[src/rtl/router_pkg.sv]
`default_nettype none
// ============================================================================
//  Module      : router_pkg
//  Description : Shared constants and encodings for the 1x3 router datapath:
//                default byte width, header address field, FSM state codes.
//  Revision    : 1.0 - initial release
// ============================================================================
package router_pkg;

    // Default width of header, payload and parity bytes
    localparam int c_DATA_WIDTH = 8;

    // Header address field, data_in[1:0]
    localparam logic [1:0] c_ADDR_FIFO0   = 2'b00;
    localparam logic [1:0] c_ADDR_FIFO1   = 2'b01;
    localparam logic [1:0] c_ADDR_FIFO2   = 2'b10;
    localparam logic [1:0] c_ADDR_INVALID = 2'b11;

    // State encodings used by fsm_controller, shared for decoding in benches
    typedef enum logic [2:0] {
        S_DECODE_ADDRESS     = 3'd0,
        S_LOAD_FIRST_DATA    = 3'd1,
        S_LOAD_DATA          = 3'd2,
        S_WAIT_TILL_EMPTY    = 3'd3,
        S_FIFO_FULL_STATE    = 3'd4,
        S_LOAD_AFTER_FULL    = 3'd5,
        S_LOAD_PARITY        = 3'd6,
        S_CHECK_PARITY_ERROR = 3'd7
    } router_state_e;

endpackage : router_pkg
`default_nettype wire

[src/rtl/router_parity_chk.sv]
`default_nettype none
// ============================================================================
//  Module      : router_parity_chk
//  Description : Running XOR parity over header and payload, capture of the
//                packet parity byte, and the registered parity error flag.
//  Revision    : 1.0 - initial release
// ============================================================================
module router_parity_chk
    import router_pkg::*;
#(
    parameter int DATA_WIDTH = c_DATA_WIDTH
) (
    input  logic                  clk,
    input  logic                  rst,
    input  logic                  i_detect_addr,
    input  logic                  i_lfd_state,
    input  logic                  i_ld_state,
    input  logic                  i_laf_state,
    input  logic                  i_full_state,
    input  logic                  i_pkt_valid,
    input  logic                  i_fifo_full,
    input  logic                  i_low_pkt_valid,
    input  logic                  i_parity_done,
    input  logic [DATA_WIDTH-1:0] i_data_in,
    input  logic [DATA_WIDTH-1:0] i_header_byte,
    input  logic [DATA_WIDTH-1:0] i_full_byte,
    output logic                  o_err
);

    logic [DATA_WIDTH-1:0] r_int_parity;
    logic [DATA_WIDTH-1:0] r_pkt_parity;
    logic                  r_err;
    logic                  w_pkt_par_from_data;
    logic                  w_pkt_par_from_full;

    // Parity byte arrives directly, or is replayed from the full-byte holder
    assign w_pkt_par_from_data = i_ld_state && !i_pkt_valid && !i_fifo_full;
    assign w_pkt_par_from_full = i_laf_state && i_low_pkt_valid && !i_parity_done;

    // Running XOR of header and payload; the parity byte is never folded in
    always_ff @(posedge clk) begin
        if (rst) begin
            r_int_parity <= '0;
        end else if (i_detect_addr) begin
            r_int_parity <= '0;
        end else if (i_lfd_state) begin
            r_int_parity <= r_int_parity ^ i_header_byte;
        end else if (i_ld_state && i_pkt_valid && !i_full_state) begin
            r_int_parity <= r_int_parity ^ i_data_in;
        end
    end

    // Capture of the parity byte sent by the source
    always_ff @(posedge clk) begin
        if (rst) begin
            r_pkt_parity <= '0;
        end else if (w_pkt_par_from_data) begin
            r_pkt_parity <= i_data_in;
        end else if (w_pkt_par_from_full) begin
            r_pkt_parity <= i_full_byte;
        end else if (i_detect_addr) begin
            r_pkt_parity <= '0;
        end
    end

    // Error flag refreshed every cycle parity_done is high, one cycle behind it
    always_ff @(posedge clk) begin
        if (rst) begin
            r_err <= 1'b0;
        end else if (i_detect_addr) begin
            r_err <= 1'b0;
        end else if (i_parity_done) begin
            r_err <= (r_int_parity != r_pkt_parity);
        end
    end

    assign o_err = r_err;

endmodule : router_parity_chk
`default_nettype wire

[src/rtl/router_reg.sv]
`default_nettype none
// ============================================================================
//  Module      : router_reg
//  Description : Router datapath register stage. Latches the header, holds the
//                byte that arrives while the FIFO is full, drives dout and
//                tracks parity status for fsm_controller.
//  Revision    : 1.0 - initial release
// ============================================================================
module router_reg
    import router_pkg::*;
#(
    parameter int DATA_WIDTH = c_DATA_WIDTH
) (
    input  logic                  clk,
    input  logic                  rst,
    input  logic                  i_pkt_valid,
    input  logic [DATA_WIDTH-1:0] i_data_in,
    input  logic                  i_fifo_full,
    input  logic                  i_detect_addr,
    input  logic                  i_lfd_state,
    input  logic                  i_ld_state,
    input  logic                  i_laf_state,
    input  logic                  i_full_state,
    input  logic                  i_rst_int_reg,
    output logic                  o_parity_done,
    output logic                  o_low_pkt_valid,
    output logic                  o_err,
    output logic [DATA_WIDTH-1:0] o_dout
);

    logic [DATA_WIDTH-1:0] r_header_byte;
    logic [DATA_WIDTH-1:0] r_full_byte;
    logic [DATA_WIDTH-1:0] r_dout;
    logic                  r_low_pkt_valid;
    logic                  r_parity_done;
    logic                  w_parity_done_set;

    // Parity byte seen either directly in LOAD_DATA or replayed after full
    assign w_parity_done_set = (i_ld_state && !i_fifo_full && !i_pkt_valid) ||
                               (i_laf_state && r_low_pkt_valid && !r_parity_done);

    // Header byte captured while the FSM decodes the address
    always_ff @(posedge clk) begin
        if (rst) begin
            r_header_byte <= '0;
        end else if (i_detect_addr && i_pkt_valid) begin
            r_header_byte <= i_data_in;
        end
    end

    // Byte that arrived on the cycle the FIFO filled, replayed later
    always_ff @(posedge clk) begin
        if (rst) begin
            r_full_byte <= '0;
        end else if (i_ld_state && i_fifo_full) begin
            r_full_byte <= i_data_in;
        end
    end

    // Output byte stream toward the destination FIFOs
    always_ff @(posedge clk) begin
        if (rst) begin
            r_dout <= '0;
        end else if (i_lfd_state) begin
            r_dout <= r_header_byte;
        end else if (i_ld_state && !i_fifo_full) begin
            r_dout <= i_data_in;
        end else if (i_laf_state) begin
            r_dout <= r_full_byte;
        end
    end

    // pkt_valid dropped during load; setting has priority over clearing
    always_ff @(posedge clk) begin
        if (rst) begin
            r_low_pkt_valid <= 1'b0;
        end else if (i_ld_state && !i_pkt_valid) begin
            r_low_pkt_valid <= 1'b1;
        end else if (i_rst_int_reg) begin
            r_low_pkt_valid <= 1'b0;
        end
    end

    // Parity byte captured; sticky until the next address decode
    always_ff @(posedge clk) begin
        if (rst) begin
            r_parity_done <= 1'b0;
        end else if (w_parity_done_set) begin
            r_parity_done <= 1'b1;
        end else if (i_detect_addr) begin
            r_parity_done <= 1'b0;
        end
    end

    router_parity_chk #(
        .DATA_WIDTH (DATA_WIDTH)
    ) u_parity_chk (
        .clk             (clk),
        .rst             (rst),
        .i_detect_addr   (i_detect_addr),
        .i_lfd_state     (i_lfd_state),
        .i_ld_state      (i_ld_state),
        .i_laf_state     (i_laf_state),
        .i_full_state    (i_full_state),
        .i_pkt_valid     (i_pkt_valid),
        .i_fifo_full     (i_fifo_full),
        .i_low_pkt_valid (r_low_pkt_valid),
        .i_parity_done   (r_parity_done),
        .i_data_in       (i_data_in),
        .i_header_byte   (r_header_byte),
        .i_full_byte     (r_full_byte),
        .o_err           (o_err)
    );

    assign o_parity_done   = r_parity_done;
    assign o_low_pkt_valid = r_low_pkt_valid;
    assign o_dout          = r_dout;

endmodule : router_reg
`default_nettype wire

[config.mk]
export PLATFORM = sky130hd
export DESIGN_NAME = router_reg
export DESIGN_NICKNAME = d
export VERILOG_FILES = /design/src/rtl/router_pkg.sv /design/src/rtl/router_parity_chk.sv /design/src/rtl/router_reg.sv
export SDC_FILE = /design/constraint.sdc
export NUM_CORES = 1
export LEC_CHECK = 0
export CAP_MARGIN = 20
export CORE_MARGIN = 5
export CORE_UTILIZATION = 48
export DETAILED_ROUTE_END_ITERATION = 7
export PLACE_DENSITY_LB_ADDON = 0.3
export SYNTH_ARGS = -nofsm -noshare
export SYNTH_HDL_FRONTEND = slang
export SYNTH_SLANG_ARGS = --single-unit
[constraint.sdc]
create_clock -name clk -period 1.3 [get_ports clk]
set_input_delay 0.26 -clock clk [delete_from_list [all_inputs] [get_ports clk]]
set_output_delay 0.26 -clock clk [all_outputs]
set_load 0.1 [all_outputs]
==> impl_metrics.json <==
{
  "drt_first_pass_iters": 4,
  "path_class": "register to register",
  "place_area_um2": 2710,
  "timing.final.crit_period_ps": 1300,
  "reg2reg_slack_ps": 0.9,
  "die-height_um": 75.2,
  "synth_top_area_cell": "dfxtp_1",
  "irDropWorstVdd_uv": 807,
  "cts_buffers": 5,
  "nFillCells": 295,
  "setup_violations": 0,
  "crit_path_cell_trace": "and3b_2, buf_12, buf_12, a211oi_2, nor3_2",
  "tns_ps": 0,
  "dp_slack_ps": -563,
  "ys_seq_area_frac": 0.422,
  "syn-num-nets": 260,
  "globalRouteOverflowTotal": 0,
  "placed_cells": 331,
  "powerDensity_nw_per_um2": 1010,
  "grt_usage": 0.207,
  "cts_buffer_depth": 2,
  "final_cell_mix": "32 x dfxtp_1, 27 x nor2_1, 27 x buf_4",
  "start_util": 0.503,
  "critPathTopFamily": "flip-flops",
  "r2r_start": "o_parity_done",
  "post-route-period-util": 0.999,
  "via_per_inst": 5.56,
  "max_freq_mhz": 770,
  "postRouteAntennaNets": 0,
  "grt_max_degree": 39,
  "cp-end-kind": "register",
  "dp_hpwl_um": 3730,
  "tritoncts": "yes",
  "syn-cell-area_um2": 2040,
  "die_width_um": 75.2,
  "grt_pass1_wl_um": 8960,
  "place.port_buffers": 28,
  "cpMostUsedCell": "buf_12",
  "cp.depth": 5,
  "first_global_vias": 1812,
  "gp_congestion": 0.862,
  "ys_warn_count": 0,
  "slew_headroom": 0.786,
  "total_power_mw": 2.95,
  "wl_per_cell_um": 15.5,
  "clock_skew_ps": 3.31,
  "area_growth_pct": 42.9,
  "antenna_found_initial": 0,
  "r2r_cells": 5,
  "cpPeakStageDelay_ps": 370,
  "synth_top_area_share": 0.422,
  "ys_top_cells_by_area": "dfxtp_1 42%, nor2_1 5.2%, nand2_1 5.0%, a211oi_2 4.9%, xor2_1 4.7%",
  "cts.hold.buffers_added": 0,
  "hold_viol": 0,
  "fin_hold_ws_ps": 463,
  "crit_buf_inv": 2,
  "rsz0062_at_grt": "true",
  "synth_cell_types": 29,
  "root_buffer": "clkbuf_8",
  "drc": 0,
  "critical_path.startpoint_type": "register",
  "die-area_um2": 5650,
  "drt_wl_total_um": 5340,
  "htreeDepth": 2,
  "layoutNonFillerInstCount": 344,
  "crit_path_top_delay_cell": "dfxtp_4",
  "synth.avg_cell_area_um2": 8.43,
  "cp-startpoint": "o_parity_done",
  "setup_ws_ps": 0.919,
  "worst_pin_slew_ps": 320,
  "status": "finished, final reports clean",
  "worstHoldPathType": "register to register",
  "syn_inst": 242,
  "setup.worst_path.end": "u_parity_chk.r_pkt_parity[7]",
  "synth-seq-cells": 43,
  "required_ps": 1500,
  "n_antenna_cell": 0,
  "r2r-end": "u_parity_chk.r_pkt_parity[7]",
  "first_iter_violations": 166,
  "clock_latency_ps": 300,
  "drive_above_1_share": 0.316,
  "boundaryPins": 29,
  "critPathMaxFanout": 14,
  "rows": 23,
  "finalNetCount": 311,
  "final_area_um2": 2910,
  "layout_commonest_cell": "dfxtp_1",
  "cts.sinks": 43,
  "path_clk_slew_ps": 80,
  "vias": 1911,
  "leakage_nw": 1.11,
  "maxCapViolations": 0,
  "utilization": 0.718,
  "drv_slew": 0,
  "worstPathArrival_ps": 1500,
  "core_area_um2": 4060
}
==> worst register-to-register path: stages (launching register included) <==
cell and delay (ps):
dfxtp_4 370, and3b_2 220, buf_12 150, buf_12 130
a211oi_2 270, nor3_2 50
==> cells in the mapped netlist <==
cell,number
a211oi_1,8
a211oi_2,8
a21boi_1,8
a21oi_1,17
a311o_1,8
a31oi_1,1
and3b_1,1
and4bb_2,1
buf_1,1
buf_2,9
buf_6,3
clkbuf_1,6
dfxtp_1,43
inv_1,8
nand2_1,27
nand2b_1,3
nand3_1,16
nand4_1,1
nor2_1,28
nor2b_1,1
nor3_1,16
nor3_2,1
nor3b_1,7
nor3b_2,1
nor4_1,1
o21ai_0,1
or2_1,1
xnor2_1,5
xor2_1,11
==> power breakdown <==
group	switching, mW	internal (mW)	leakage [nW]	total [mW]
sequential	0.0516	1.38	0.356	1.43
combinational	0.379	0.301	0.717	0.679
clock	0.472	0.376	0.0412	0.847
==> state kept, by name, indices dropped and copies added (netlist names) <==
| register | flops |
|---|---|
| r_header_byte | 8 |
| o_low_pkt_valid | 1 |
| u_parity_chk.r_int_parity | 8 |
| u_parity_chk.o_err | 1 |
| r_full_byte | 8 |
| o_dout | 8 |
| o_parity_done | 1 |
| u_parity_chk.r_pkt_parity | 8 |
==> cell families (layout without fill, tap and decap cells) <==
logic type                Yosys count  count (layout)  share of synthesized area
xor gates and xnor gates           16              16                     0.0687
AOI/OAI and AO/OA                  51              51                      0.194
buffers and inverters              27              79                     0.0663
and+or+nand+nor                   105             105                      0.248
DFF                                43              43                      0.422
==> routing by layer <==
layer  up-vias  GRT usage  wire length [um]
met5         -          0                 0
met4         0     0.0544                73
met3        11     0.0534               307
met2        60      0.316              2570
met1       892      0.291              2390
li1        948          -                 -
==> cell type report <==
cell class              instances  area, um^2  area share
clock buffers                   6        72.6      0.0249
clock inverters                 2        12.5     0.00429
inverters                       8        30.0      0.0103
multi-input cells             172        1140       0.391
flip-flops and latches         43         880       0.302
well taps                      50        62.6      0.0215
repair buffers                 63         718       0.246
==> worst min-delay path by stage <==
stage                startpoint               end  slack [ps]  depth (start not counted)
2_1_floorplan      i_data_in[0]  r_header_byte[0]         410                          2
3_3_place_gp   r_header_byte[3]  r_header_byte[3]         440                          2
3_5_place_dp   r_header_byte[1]  r_header_byte[1]         450                          2
4_1_cts        r_header_byte[1]  r_header_byte[1]         460                          2
5_1_grt        r_header_byte[6]  r_header_byte[6]         480                          2
6_report       r_header_byte[6]  r_header_byte[6]         460                          2
==> what timing repair did <==
action	in CTS	in global routing
endpoints found under the setup margin	25	10
cloned	1	0
resized for setup	14	8
setup buffers	1	3
pin swaps	2	4
Power figures use the tool's default switching activity.
